**src/rtl/rvfi_bus_pkg.sv**
```systemverilog
// Shared types and widths for the RVFI bus fault responder and its checkers.
package rvfi_bus_pkg;

    localparam int XLEN      = 32;
    localparam int BUSLEN    = 32;
    localparam int BUS_BYTES = BUSLEN / 8;
    localparam int WIN_BYTES = XLEN / 8;

    typedef enum logic [1:0] {
        IDLE,
        WAIT,
        RESP
    } state_t;

    typedef struct packed {
        logic                 instr;
        logic [XLEN-1:0]      addr;
        logic [BUS_BYTES-1:0] rmask;
        logic [BUS_BYTES-1:0] wmask;
        logic [BUSLEN-1:0]    wdata;
    } req_t;

    function automatic logic [BUSLEN-1:0] lane_bits(input logic [BUS_BYTES-1:0] mask);
        logic [BUSLEN-1:0] bits;
        bits = '0;
        for (int i = 0; i < BUS_BYTES; i++) begin
            bits[i*8 +: 8] = {8{mask[i]}};
        end
        return bits;
    endfunction

endpackage

```
**src/rtl/rvfi_bus_fault_responder_if.sv**
```systemverilog
// Native memory port plus single-channel RVFI bus trace stream.
interface rvfi_bus_fault_responder_if;
    import rvfi_bus_pkg::*;

    logic                 mem_valid;
    logic                 mem_instr;
    logic [XLEN-1:0]      mem_addr;
    logic [BUS_BYTES-1:0] mem_rmask;
    logic [BUS_BYTES-1:0] mem_wmask;
    logic [BUSLEN-1:0]    mem_wdata;
    logic                 mem_ready;
    logic [BUSLEN-1:0]    mem_rdata;
    logic                 mem_fault;

    logic                 rvfi_bus_valid;
    logic                 rvfi_bus_insn;
    logic                 rvfi_bus_data;
    logic                 rvfi_bus_fault;
    logic [XLEN-1:0]      rvfi_bus_addr;
    logic [BUS_BYTES-1:0] rvfi_bus_rmask;
    logic [BUS_BYTES-1:0] rvfi_bus_wmask;
    logic [BUSLEN-1:0]    rvfi_bus_rdata;
    logic [BUSLEN-1:0]    rvfi_bus_wdata;

    modport master (
        output mem_valid, mem_instr, mem_addr, mem_rmask, mem_wmask, mem_wdata,
        input  mem_ready, mem_rdata, mem_fault,
        input  rvfi_bus_valid, rvfi_bus_insn, rvfi_bus_data, rvfi_bus_fault,
        input  rvfi_bus_addr, rvfi_bus_rmask, rvfi_bus_wmask, rvfi_bus_rdata, rvfi_bus_wdata
    );

    modport slave (
        input  mem_valid, mem_instr, mem_addr, mem_rmask, mem_wmask, mem_wdata,
        output mem_ready, mem_rdata, mem_fault,
        output rvfi_bus_valid, rvfi_bus_insn, rvfi_bus_data, rvfi_bus_fault,
        output rvfi_bus_addr, rvfi_bus_rmask, rvfi_bus_wmask, rvfi_bus_rdata, rvfi_bus_wdata
    );

endinterface

```
**src/rtl/rvfi_bus_window_hit.sv**
```systemverilog
// Combinational overlap test between the enabled bus lanes and the fault window.
module rvfi_bus_window_hit
    import rvfi_bus_pkg::*;
(
    input  logic [XLEN-1:0]      addr,
    input  logic [BUS_BYTES-1:0] lane_en,
    input  logic [XLEN-1:0]      fault_addr,
    output logic                 hit
);

    // Byte-by-byte equality in modulo-2^XLEN arithmetic, so the window wraps through 0.
    always_comb begin
        hit = 1'b0;
        for (int i = 0; i < BUS_BYTES; i++) begin
            for (int j = 0; j < WIN_BYTES; j++) begin
                if (lane_en[i] && ((addr + XLEN'(i)) == (fault_addr + XLEN'(j)))) begin
                    hit = 1'b1;
                end
            end
        end
    end

endmodule

```
**src/rtl/rvfi_bus_fault_responder.sv**
```systemverilog
// Memory responder with programmable latency, fault window injection and RVFI bus trace.
// Define RISCV_FORMAL_BUS_FAULT_INSN_EN to let the fault window also hit instruction fetches.
module rvfi_bus_fault_responder
    import rvfi_bus_pkg::*;
#(
    parameter int LATENCY = 2
) (
    input  logic                        clock,
    input  logic                        reset,
    rvfi_bus_fault_responder_if.slave   bus,
    input  logic [XLEN-1:0]             fault_addr,
    input  logic [BUSLEN-1:0]           src_rdata,
    input  logic                        stall
);

    state_t            state, state_nxt;
    logic [3:0]        cnt;
    req_t              req;
    logic              hit;
    logic              fault;
    logic [BUSLEN-1:0] rdata;

    always_ff @(posedge clock) begin
        if (reset) state <= IDLE;
        else       state <= state_nxt;
    end

    always_ff @(posedge clock) begin
        if (reset) begin
            cnt <= '0;
            req <= '0;
        end else begin
            case (state)
                IDLE: if (bus.mem_valid) begin
                    req <= '{instr: bus.mem_instr, addr: bus.mem_addr, rmask: bus.mem_rmask,
                             wmask: bus.mem_wmask, wdata: bus.mem_wdata};
                    cnt <= 4'(LATENCY - 1);
                end
                WAIT: if (!stall && cnt != 4'd0) cnt <= cnt - 4'd1;
                default: ;
            endcase
        end
    end

    always_comb begin
        state_nxt = state;
        case (state)
            IDLE:    if (bus.mem_valid) state_nxt = WAIT;
            WAIT:    if (!stall && cnt == 4'd0) state_nxt = RESP;
            RESP:    state_nxt = IDLE;
            default: state_nxt = IDLE;
        endcase
    end

    rvfi_bus_window_hit u_window_hit (
        .addr       (req.addr),
        .lane_en    (req.rmask | req.wmask),
        .fault_addr (fault_addr),
        .hit        (hit)
    );

`ifdef RISCV_FORMAL_BUS_FAULT_INSN_EN
    assign fault = hit;
`else
    assign fault = hit & ~req.instr;
`endif

    assign rdata = fault ? '0 : (src_rdata & lane_bits(req.rmask));

    always_comb begin
        bus.mem_ready      = 1'b0;
        bus.mem_rdata      = '0;
        bus.mem_fault      = 1'b0;
        bus.rvfi_bus_valid = 1'b0;
        bus.rvfi_bus_insn  = 1'b0;
        bus.rvfi_bus_data  = 1'b0;
        bus.rvfi_bus_fault = 1'b0;
        bus.rvfi_bus_addr  = '0;
        bus.rvfi_bus_rmask = '0;
        bus.rvfi_bus_wmask = '0;
        bus.rvfi_bus_rdata = '0;
        bus.rvfi_bus_wdata = '0;
        if (state == RESP) begin
            bus.mem_ready      = 1'b1;
            bus.mem_rdata      = rdata;
            bus.mem_fault      = fault;
            bus.rvfi_bus_valid = 1'b1;
            bus.rvfi_bus_insn  = req.instr;
            bus.rvfi_bus_data  = ~req.instr;
            bus.rvfi_bus_fault = fault;
            bus.rvfi_bus_addr  = req.addr;
            bus.rvfi_bus_rmask = req.rmask;
            bus.rvfi_bus_wmask = req.wmask;
            bus.rvfi_bus_rdata = rdata;
            bus.rvfi_bus_wdata = req.wdata;
        end
    end

endmodule

```
**src/flat_wrapper.sv**
```systemverilog
// flat-port wrapper written by rule: the top's interface ports become plain ports
module rvfi_bus_fault_responder_flat import rvfi_bus_pkg::*;
#(
    parameter int LATENCY = 2
)
  (clock, reset, fault_addr, src_rdata, stall, bus_mem_valid, bus_mem_instr, bus_mem_addr, bus_mem_rmask, bus_mem_wmask, bus_mem_wdata, bus_mem_ready, bus_mem_rdata, bus_mem_fault, bus_rvfi_bus_valid, bus_rvfi_bus_insn, bus_rvfi_bus_data, bus_rvfi_bus_fault, bus_rvfi_bus_addr, bus_rvfi_bus_rmask, bus_rvfi_bus_wmask, bus_rvfi_bus_rdata, bus_rvfi_bus_wdata);
  rvfi_bus_fault_responder_if bus_i ();
  input  logic clock;
  input  logic reset;
  input  logic [XLEN-1:0] fault_addr;
  input  logic [BUSLEN-1:0] src_rdata;
  input  logic stall;
  input wire logic [$bits(bus_i.mem_valid)-1:0] bus_mem_valid;
  input wire logic [$bits(bus_i.mem_instr)-1:0] bus_mem_instr;
  input wire logic [$bits(bus_i.mem_addr)-1:0] bus_mem_addr;
  input wire logic [$bits(bus_i.mem_rmask)-1:0] bus_mem_rmask;
  input wire logic [$bits(bus_i.mem_wmask)-1:0] bus_mem_wmask;
  input wire logic [$bits(bus_i.mem_wdata)-1:0] bus_mem_wdata;
  output wire logic [$bits(bus_i.mem_ready)-1:0] bus_mem_ready;
  output wire logic [$bits(bus_i.mem_rdata)-1:0] bus_mem_rdata;
  output wire logic [$bits(bus_i.mem_fault)-1:0] bus_mem_fault;
  output wire logic [$bits(bus_i.rvfi_bus_valid)-1:0] bus_rvfi_bus_valid;
  output wire logic [$bits(bus_i.rvfi_bus_insn)-1:0] bus_rvfi_bus_insn;
  output wire logic [$bits(bus_i.rvfi_bus_data)-1:0] bus_rvfi_bus_data;
  output wire logic [$bits(bus_i.rvfi_bus_fault)-1:0] bus_rvfi_bus_fault;
  output wire logic [$bits(bus_i.rvfi_bus_addr)-1:0] bus_rvfi_bus_addr;
  output wire logic [$bits(bus_i.rvfi_bus_rmask)-1:0] bus_rvfi_bus_rmask;
  output wire logic [$bits(bus_i.rvfi_bus_wmask)-1:0] bus_rvfi_bus_wmask;
  output wire logic [$bits(bus_i.rvfi_bus_rdata)-1:0] bus_rvfi_bus_rdata;
  output wire logic [$bits(bus_i.rvfi_bus_wdata)-1:0] bus_rvfi_bus_wdata;
  assign bus_i.mem_valid = bus_mem_valid;
  assign bus_i.mem_instr = bus_mem_instr;
  assign bus_i.mem_addr = bus_mem_addr;
  assign bus_i.mem_rmask = bus_mem_rmask;
  assign bus_i.mem_wmask = bus_mem_wmask;
  assign bus_i.mem_wdata = bus_mem_wdata;
  assign bus_mem_ready = bus_i.mem_ready;
  assign bus_mem_rdata = bus_i.mem_rdata;
  assign bus_mem_fault = bus_i.mem_fault;
  assign bus_rvfi_bus_valid = bus_i.rvfi_bus_valid;
  assign bus_rvfi_bus_insn = bus_i.rvfi_bus_insn;
  assign bus_rvfi_bus_data = bus_i.rvfi_bus_data;
  assign bus_rvfi_bus_fault = bus_i.rvfi_bus_fault;
  assign bus_rvfi_bus_addr = bus_i.rvfi_bus_addr;
  assign bus_rvfi_bus_rmask = bus_i.rvfi_bus_rmask;
  assign bus_rvfi_bus_wmask = bus_i.rvfi_bus_wmask;
  assign bus_rvfi_bus_rdata = bus_i.rvfi_bus_rdata;
  assign bus_rvfi_bus_wdata = bus_i.rvfi_bus_wdata;
  rvfi_bus_fault_responder #(.LATENCY(LATENCY)) u_core (.clock(clock), .reset(reset), .bus(bus_i), .fault_addr(fault_addr), .src_rdata(src_rdata), .stall(stall));
endmodule
```
**config.mk**
```make
export PLATFORM = sky130hd
export DESIGN_NAME = rvfi_bus_fault_responder_flat
export DESIGN_NICKNAME = d
export VERILOG_FILES = /design/src/rtl/rvfi_bus_pkg.sv /design/src/rtl/rvfi_bus_fault_responder_if.sv /design/src/rtl/rvfi_bus_window_hit.sv /design/src/rtl/rvfi_bus_fault_responder.sv /design/src/flat_wrapper.sv
export SDC_FILE = /design/constraint.sdc
export NUM_CORES = 1
export LEC_CHECK = 0
export BUFFER_PORTS_ARGS = -buffer_cell sky130_fd_sc_hd__clkbuf_2
export CAP_MARGIN = 25
export CORE_UTILIZATION = 40
export CTS_CLUSTER_SIZE = 20
export DETAILED_ROUTE_END_ITERATION = 10
export GPL_TIMING_DRIVEN = 0
export PLACE_DENSITY = 0.58
export SLEW_MARGIN = 40
export SYNTH_ARGS = -nofsm -noshare
export SYNTH_HDL_FRONTEND = slang
export SYNTH_HIERARCHICAL = 1
export SYNTH_SLANG_ARGS = --single-unit
```
**constraint.sdc**
```tcl
create_clock -name clock -period 9.8 [get_ports clock]
set_clock_uncertainty 0.05 [all_clocks]
set_input_delay 1.96 -clock clock [delete_from_list [all_inputs] [get_ports clock]]
set_output_delay 1.96 -clock clock [all_outputs]
set_load 0.05 [all_outputs]
```
==> results by group <==
Status
  • Status: finished clean

Layout
  • Filler Cells Inserted: 3345
  • Multi-input logic area: 0.0109 mm²
  • Reg area: 0.00158 mm²
  • Post-layout nets: 2208
  • Commonest non-fill, non-tap cells in the layout: xnor2_1 (322), clkbuf_2 (266), nand2_1 (244), xor2_1 (176), and2_1 (114)
  • Layout cells sized above 1: 21.7%
  • Commonest non-fill, non-tap cell in the layout: xnor2_1
  • Synthesis-to-layout area growth: 18.8%

Synthesis
  • Largest family of logic cells by synthesized area: XOR/XNOR gates
  • Compound-Gate Fraction of Synth Area: 7.19%
  • Simple-gate portion of the synthesized area: 35.3%
  • Syn Area/Cell: 7.28 µm²
  • Syn Inst Count: 1780
  • Distinct cells, synth: 68
  • Syn nets: 1931
  • Seq/Total Area, Yosys: 12.2%
  • Post-synth EDFFs: 0
  • Mapped cell area: 0.0130 mm²
  • Post-Synth Adder-Cell Area: 0.966%
  • XOR/XNOR Fraction of Synth Area: 37.6%
  • Top FF cell, synth: dfxtp_1
  • Yosys reg bits: 79
  • Ys Warns: 6
  • Mux cell area share after synthesis: 0.473%
  • Async S/R FF share, synth: 0%

Timing
  • Period utilization: 98.2%
  • Final Hold Fails: 0
  • Hold WS: 0.399 ns
  • Final setup vio count: 0
  • Fin crit period: 9.62 ns
  • Count of final max-slew check failures: 0
  • Maximum clock frequency: 0.104 GHz
  • Unrepaired setup endpoints after global routing: no
  • Relative slew slack: 39.3%
  • Final setup margin: 0.175 ns
  • Worst slew pin tran: 0.907 ns
  • Post-Route Setup TNS: 0 ns

Placement
  • Hpwl dp: 58.7 mm
  • Number of I/O port buffers: 263
  • Dpl ws: 0.189 ns
  • Final Wtd Congestion: 1.11

Routing
  • Final ANT Viol Nets: 0
  • WL/cell: 28.3 µm
  • Routed vias: 15100
  • Vias per cell: 6.12
  • Drt initial violations: 1973
  • DRC Markers: 0
  • TritonRoute pass-1 iters: 5
  • Final wirelength: 69.8 mm

Floorplanning
  • IO Pins: 283
  • Core area: 0.0317 mm²
  • Die Ht: 182 µm
  • # rows: 65
  • Die area: 0.0331 mm²
  • Die X: 182 µm
  • Starting Density: 40.9%

Pwr
  • Maximum VDD drop: 0.125 mV
  • Total power: 1.37 mW
  • Pwr dens: 89.0 mW/mm²
  • Cell leakage power: 5.68 nW

Global routing
  • Total GRT Usage: 41.7%
  • Global-route wire length before repair: 100 mm
  • Total grt overflow: 0
  • Pin count of the biggest net entering global routing: 15
  • Vias in the first global route: 14400
  • Antenna violations before repair: 0

Worst setup path
  • CP max FO: 8
  • Critical Path, Cell by Cell: clkbuf_2, clkbuf_1, inv_1, ha_1, buf_2, nand3b_1, nor2_2, nand3_1, xor2_1, xnor2_1, or4_1, nor4_1, o31ai_1, nand4_1, nand2b_1, and3_1, and2_1, buf_4, clkbuf_2
  • CP most frequent cell: clkbuf_2
  • CP Capture Type: output port
  • CP Class: in2out
  • Worst EP required: 7.79 ns
  • Slowest cell on the critical path: nor4_1
  • Largest stage delay, worst path: 0.64 ns
  • Worst Path Arrival: 7.61 ns
  • CP Launch Type: input pin

Clocking
  • Root buffer cell: clkbuf_16
  • TritonCTS Sinks: 79
  • Clock H-tree levels: 3
  • Worst skew pair latency: 0.34 ns
  • CTS tree: built
  • Clock Pin Slew Worst Setup and Hold Paths: 0.07 ns
  • CTS Buffer Depth: 2
  • Hold_buf cts: 0
  • Inserted Clock Buffers: 9

Job
  • Count of maximum capacitance violations: 0

Hold path
  • HP Class: reg2reg
-- routing by layer --
layer,global-route usage (%),share of wire [%]
met1,53.3,39
met5,0,0
met4,25.3,6.8
met2,66.2,44
met3,6.08,10
-- power by group --
part           switching, mW  internal, mW
Clock                  0.141         0.199
Combinational          0.434         0.233
Sequential            0.0210         0.343
Total                  0.596         0.775
-- Yosys cell counts, types with 12 or more instances --
library cell | number | area share, %
and3_1 | 14 | 0.68
dfxtp_1 | 79 | 12
buf_4 | 44 | 2.5
and2_1 | 114 | 5.5
or4_1 | 15 | 0.87
buf_2 | 35 | 1.4
nor4_1 | 72 | 3.5
or3_1 | 12 | 0.58
o21ai_0 | 18 | 0.70
xor2_1 | 182 | 12
nor2_1 | 80 | 2.3
nand2_1 | 244 | 7.1
nor3_1 | 58 | 2.2
xnor2_1 | 331 | 22
and4_1 | 15 | 1.0
nand3_1 | 50 | 1.9
a21oi_1 | 90 | 3.5
clkbuf_1 | 55 | 1.6
nand4_1 | 88 | 4.2
-- repair_timing --
item	4_1_cts	5_1_grt
setup endpoints to repair	0	62
buffers inserted	0	0
resized for setup	0	1
-- layout make-up --
type	count	share of cell area (%)
repair buffers	266	8.71
clock inverters	6	0.455
inverters	11	0.268
plain buffers	148	4.99
diodes	1	0.0163
well taps	402	3.27
flip-flops and latches	79	10.3
multi-input cells	1542	70.5
clock buffers	10	1.49
-- path summary, 6_finish.rpt --
kind | cells after the start | slack [ns] | startpoint | to
max | 19 | 0.18 | fault_addr[1] | bus_rvfi_bus_rdata[1]
min | 2 | 0.40 | u_core/req[13] | u_core/req[13]
max reg2reg | 6 | 8.01 | u_core/state[1] | u_core/req[20]
min reg2reg | 2 | 0.40 | u_core/req[13] | u_core/req[13]
-- cell families (layout without fill, tap and decap cells) --
kind of cell | count (synthesis) | count (layout)
xor+xnor | 533 | 533
mux | 6 | 6
buf+inv | 159 | 441
other cells | 0 | 1
flops | 79 | 79
fa+ha+maj | 10 | 10
simple gates | 834 | 834
compound gates | 159 | 159
-- worst max-delay path: cells and delay by family --
kind / cells / cell delay, ns
buf+inv: 6 / 1.17
simple gates: 9 / 3.39
fa+ha+maj: 1 / 0.21
compound gates: 1 / 0.12
xor+xnor: 2 / 0.74
-- registers in the layout, summed over array words and instances (netlist names) --
register,cells
u_core/cnt,4
u_core/req,73
u_core/state,2
-- stage by stage --
stage,std cells,util [%],cell area [µm²]
floorplan,1780,-,13000
global placement,2445,46.6,14800
detailed placement,2448,47.5,15100
CTS,2464,48.4,15400
global route,2464,48.5,15400
finish,2465,48.5,15400
Power figures use the tool's default switching activity.
